==> config.mk <==
export PLATFORM = sky130hd
export DESIGN_NAME = pipe_mux_nto1
export DESIGN_NICKNAME = d
export VERILOG_FILES = /design/src/rtl/pipe_mux_pkg.sv /design/src/rtl/pipe_mux_nto1_mux.sv /design/src/rtl/pipe_mux_nto1.sv
export SDC_FILE = /design/constraint.sdc
export NUM_CORES = 1
export LEC_CHECK = 0
export BUFFER_PORTS_ARGS = -buffer_cell sky130_fd_sc_hd__buf_4
export CORE_AREA = 5 5 111 113
export DETAILED_ROUTE_END_ITERATION = 12
export DIE_AREA = 0 0 116 118
export PLACE_DENSITY_LB_ADDON = 0.25
export RECOVER_POWER = 25
export SLEW_MARGIN = 20
export SYNTH_ARGS = -nofsm -noshare
export SYNTH_HDL_FRONTEND = slang
export SYNTH_SLANG_ARGS = --single-unit
==> constraint.sdc <==
create_clock -name i_clk -period 1.9 [get_ports i_clk]
set_input_delay 0.38 -clock i_clk [delete_from_list [all_inputs] [get_ports i_clk]]
set_output_delay 0.38 -clock i_clk [all_outputs]
set_load 0.05 [all_outputs]
==> src/rtl/pipe_mux_pkg.sv <==
// Shared types and parameter limits for the pipelined N-to-1 channel mux.
package pipe_mux_pkg;

    typedef enum logic [1:0] {
        EMPTY = 2'd0,
        ONE   = 2'd1,
        TWO   = 2'd2
    } pipe_state_e;

    localparam int N_IN_MIN  = 2;
    localparam int N_IN_MAX  = 64;
    localparam int WIDTH_MIN = 1;
    localparam int WIDTH_MAX = 64;

endpackage

==> src/rtl/pipe_mux_nto1_mux.sv <==
// Combinational N-to-1 channel select; an out-of-range select yields zero data and a flag.
module mux_nto1
    import pipe_mux_pkg::*;
#(
    parameter int  N_IN  = 8,
    parameter int  WIDTH = 32,
    localparam int SEL_W = $clog2(N_IN)
) (
    input  logic [N_IN*WIDTH-1:0] i_data,
    input  logic [SEL_W-1:0]      i_sel,
    output logic [WIDTH-1:0]      o_data,
    output logic                  o_sel_err
);

    if (N_IN < N_IN_MIN || N_IN > N_IN_MAX) begin : g_bad_n_in
        $error("mux_nto1: N_IN out of legal range");
    end
    if (WIDTH < WIDTH_MIN || WIDTH > WIDTH_MAX) begin : g_bad_width
        $error("mux_nto1: WIDTH out of legal range");
    end

    // Flag stays set unless some channel index matches the select.
    always_comb begin
        o_data    = '0;
        o_sel_err = 1'b1;
        for (int k = 0; k < N_IN; k++) begin
            if (i_sel == SEL_W'(k)) begin
                o_data    = i_data[k*WIDTH +: WIDTH];
                o_sel_err = 1'b0;
            end
        end
    end

endmodule

==> src/rtl/pipe_mux_nto1.sv <==
// Registered N-to-1 channel mux with valid/ready handshake on both sides.
// Optional two-entry skid buffer with registered o_ready: define PIPE_MUX_SKID_EN.
//
// state | meaning
// EMPTY | no beat held, o_valid low
// ONE   | main output register holds a beat
// TWO   | main and skid registers both hold beats (skid build only), o_ready low
module pipe_mux_nto1
    import pipe_mux_pkg::*;
#(
    parameter int  N_IN  = 8,
    parameter int  WIDTH = 32,
    localparam int SEL_W = $clog2(N_IN)
) (
    input  logic                  i_clk,
    input  logic                  i_reset,
    input  logic [N_IN*WIDTH-1:0] i_data,
    input  logic [SEL_W-1:0]      i_sel,
    input  logic                  i_valid,
    output logic                  o_ready,
    output logic [WIDTH-1:0]      o_data,
    output logic                  o_sel_err,
    output logic                  o_valid,
    input  logic                  i_ready
);

    logic [WIDTH-1:0] mux_data;
    logic             mux_err;

    mux_nto1 #(
        .N_IN  (N_IN),
        .WIDTH (WIDTH)
    ) u_mux (
        .i_data    (i_data),
        .i_sel     (i_sel),
        .o_data    (mux_data),
        .o_sel_err (mux_err)
    );

    pipe_state_e      state_q, state_d;
    logic [WIDTH-1:0] data_q, data_d;
    logic             err_q, err_d;
    logic             in_xfer;
    logic             out_xfer;

    assign o_valid   = (state_q != EMPTY);
    assign o_data    = data_q;
    assign o_sel_err = err_q;
    assign in_xfer   = i_valid & o_ready;
    assign out_xfer  = o_valid & i_ready;

`ifdef PIPE_MUX_SKID_EN

    logic [WIDTH-1:0] skid_data_q, skid_data_d;
    logic             skid_err_q, skid_err_d;
    logic             ready_q, ready_d;

    // ready_q comes out of reset high so the first cycle after release accepts.
    assign o_ready = ready_q & ~i_reset;

    always_comb begin
        state_d     = state_q;
        data_d      = data_q;
        err_d       = err_q;
        skid_data_d = skid_data_q;
        skid_err_d  = skid_err_q;
        unique case (state_q)
            EMPTY: begin
                if (in_xfer) begin
                    data_d  = mux_data;
                    err_d   = mux_err;
                    state_d = ONE;
                end
            end
            ONE: begin
                if (in_xfer && out_xfer) begin
                    data_d = mux_data;
                    err_d  = mux_err;
                end else if (in_xfer) begin
                    skid_data_d = mux_data;
                    skid_err_d  = mux_err;
                    state_d     = TWO;
                end else if (out_xfer) begin
                    state_d = EMPTY;
                end
            end
            TWO: begin
                if (out_xfer) begin
                    data_d  = skid_data_q;
                    err_d   = skid_err_q;
                    state_d = ONE;
                end
            end
            default: state_d = EMPTY;
        endcase
        ready_d = (state_d != TWO);
    end

    always_ff @(posedge i_clk) begin
        if (i_reset) begin
            state_q     <= EMPTY;
            data_q      <= '0;
            err_q       <= 1'b0;
            skid_data_q <= '0;
            skid_err_q  <= 1'b0;
            ready_q     <= 1'b1;
        end else begin
            state_q     <= state_d;
            data_q      <= data_d;
            err_q       <= err_d;
            skid_data_q <= skid_data_d;
            skid_err_q  <= skid_err_d;
            ready_q     <= ready_d;
        end
    end

`else

    // Accept whenever the output register is empty or draining this cycle.
    assign o_ready = ~i_reset & (~o_valid | i_ready);

    always_comb begin
        state_d = state_q;
        data_d  = data_q;
        err_d   = err_q;
        if (in_xfer) begin
            data_d  = mux_data;
            err_d   = mux_err;
            state_d = ONE;
        end else if (out_xfer) begin
            state_d = EMPTY;
        end
    end

    always_ff @(posedge i_clk) begin
        if (i_reset) begin
            state_q <= EMPTY;
            data_q  <= '0;
            err_q   <= 1'b0;
        end else begin
            state_q <= state_d;
            data_q  <= data_d;
            err_q   <= err_d;
        end
    end

`endif

endmodule
==> flow_summary.ini <==
[clock_tree]
cts_tree = done
post_cts_resized = 0
clkTransAtPathRegs_ns = 0.06
cts_setup_buffers = 0
htreeDepth = 2
insertion_delay_ns = 0.27
clockBufferDepth = 2
clockRootBuffer = clkbuf_16
cts_buffers = 5
cts.sinks = 34
ctsHoldBuffers = 0

[global_route]
grt_overflow = 0
grtUsageTotal_pct = 21.4
antenna_found_initial = 0
grt_pass1_vias = 4681
grt_max_degree = 33
grt_first_pass_wirelength_mm = 23.7

[critical_path]
cp.required_ns = 1.52
cpPeakStageDelay_ns = 0.52
worstPathBufferInverterCount = 1
cp_slowest_cell = clkbuf_1
endpoint_kind = output pin
critPathKind = reg2out
crit_fanout = 2
crit_chain = clkbuf_1
critPathLaunchType = flip-flop
critPathTopFamily = buffers and inverters
critical_path_arrival_ns = 1.13

[yosys]
synth_top_area_share_pct = 33.0
synthSimpleGateAreaFrac_pct = 8.29
ys_seq_area_share_pct = 20.0
avgSynthCellArea_um2 = 8.45
synth.largest_area_cell = mux2i_1
synth_ff_type = dfxtp_1
syn_inst = 402
netlist_area_mm2 = 0.00340
ys_async_sr_fraction_pct = 0
yosysUniqueCellTypes = 31
synthMuxAreaShare_pct = 33.7
synth_top_family_by_area = multiplexers
synth_edf_count = 0
synth_xor_area_share_pct = 0
synth_fa_ha_area_share_pct = 0
ys_ff_latch = 34
yosys-top-cells-area = mux2i_1, dfxtp_1, a32o_1
synth_nets = 665
yosys_warnings = 0
synth_compound_area_share_pct = 31.2

[layout]
nFillCells = 1076
regArea_um2 = 681
layout.cells.most_common = buf_4
syn_to_final_growth_pct = 75.4
fin_nets = 949
multiInputGateArea_mm2 = 0.00249
diodes = 0
layout-drive-gt1-share_pct = 46.6
fin_area_mm2 = 0.00596
final_cell_mix = buf_4, mux2i_1, dfxtp_1

[timing]
hold_viol = 0
slew_violations = 0
hold_ws_ns = 0.365
rsz0062_at_grt = no
relSlewSlack_pct = 55.4
fmax_mhz = 661
clock_skew_ns = 0.00289
period_share_pct = 79.6
fin_crit_ns = 1.51
setup_viol = 0
worstMarginPinSlew_ns = 0.673
fin_setup_tns_ns = 0

[floorplanning]
num_rows = 39
die-width_um = 116
core_area_mm2 = 0.0112
start_util_pct = 30.3
die_h_um = 118
die-area_mm2 = 0.0137
io_pins = 298

[outcome]
status = completed

[placed_design]
io_buffers = 297
dpl.hpwl_mm = 12.7
gp_congestion = 0.817
place_area_mm2 = 0.00586

[route]
wl_per_cell_um = 19.0
ant_nets = 0
viasPerCell = 5.20
drt_wl_total_mm = 15.8
dr.pass1.iters = 4
drc = 0
vias = 4312
drt_iter0_drc = 195

[pwr]
cellLeakagePower_nw = 2.93
p_per_area_mw_per_mm2 = 503
irDropWorstVdd_mv = 0.281

[run]
maxCapViolCount = 0

[min_path]
hp-class = in2reg
-- synthesized netlist by cell type, types with 2 or more instances --
library cell,count
mux2i_1,112
dfxtp_1,34
a21oi_1,33
o21ai_0,29
nand2_1,26
a32o_1,22
a22oi_1,21
o2bb2ai_1,21
clkbuf_1,17
buf_2,12
buf_4,11
nor2_1,10
nand3b_1,8
o22ai_1,8
o21ai_1,5
inv_1,4
nand2b_1,4
nor2b_1,4
o22a_1,4
o221ai_1,3
and2_1,2
mux2_2,2
o41ai_2,2
-- state kept, by name, indices dropped and copies added, names as in the netlist --
name       count
o_data        32
state_q        1
o_sel_err      1
-- path summary, 6_finish.rpt --
kind | cells past startpoint | start | slack, ns | endpoint
worst max register to register | 4 | state_q[0] | 0.49 | o_data[9]
worst min-delay path | 3 | i_valid | 0.37 | state_q[0]
worst max-delay path | 1 | o_data[22] | 0.39 | o_data[22]
worst min register to register | 2 | o_data[9] | 0.46 | o_data[9]
-- area by class of cell --
type                       count  area share [%]
clock inverter                 2           0.210
multi-input combinational    322            41.9
timing repair buffer         319            40.9
tap                          143            3.00
sequential                    34            11.4
clock buffer                   6            2.33
inverter                       4           0.252
-- per-stage QoR --
stage / std cells / util, % / total power (W) / setup slack (ns)
floorplan: 402 / - / 0.00152 / 0.189
global placement: 822 / 52.3 / 0.00219 / 0.184
detailed placement: 822 / 52.3 / 0.00221 / 0.159
CTS: 830 / 53.6 / 0.00306 / 0.453
global route: 830 / 53.1 / 0.00316 / 0.367
finish: 830 / 53.1 / 0.00300 / 0.388
-- metal layers --
layer	wire length, um	GRT usage [%]	up-vias
met1	5840	23.7	1986
met4	296	4.93	0
met5	0	0	-
met2	8330	40.9	181
li1	-	-	2128
met3	1290	4.42	17
-- power breakdown --
group          internal (W)  leakage (nW)  switching (W)
logic              0.000686          2.57       0.000670
registers          0.000775         0.280      0.0000343
clock network      0.000519        0.0729       0.000314
total               0.00198          2.93        0.00102
-- logic make-up after synthesis --
group,after synthesis
and+or+nand+nor,58
buffers and inverters,46
AOI/OAI and AO/OA,150
DFF,34
muxes,114
Power figures use the tool's default switching activity.
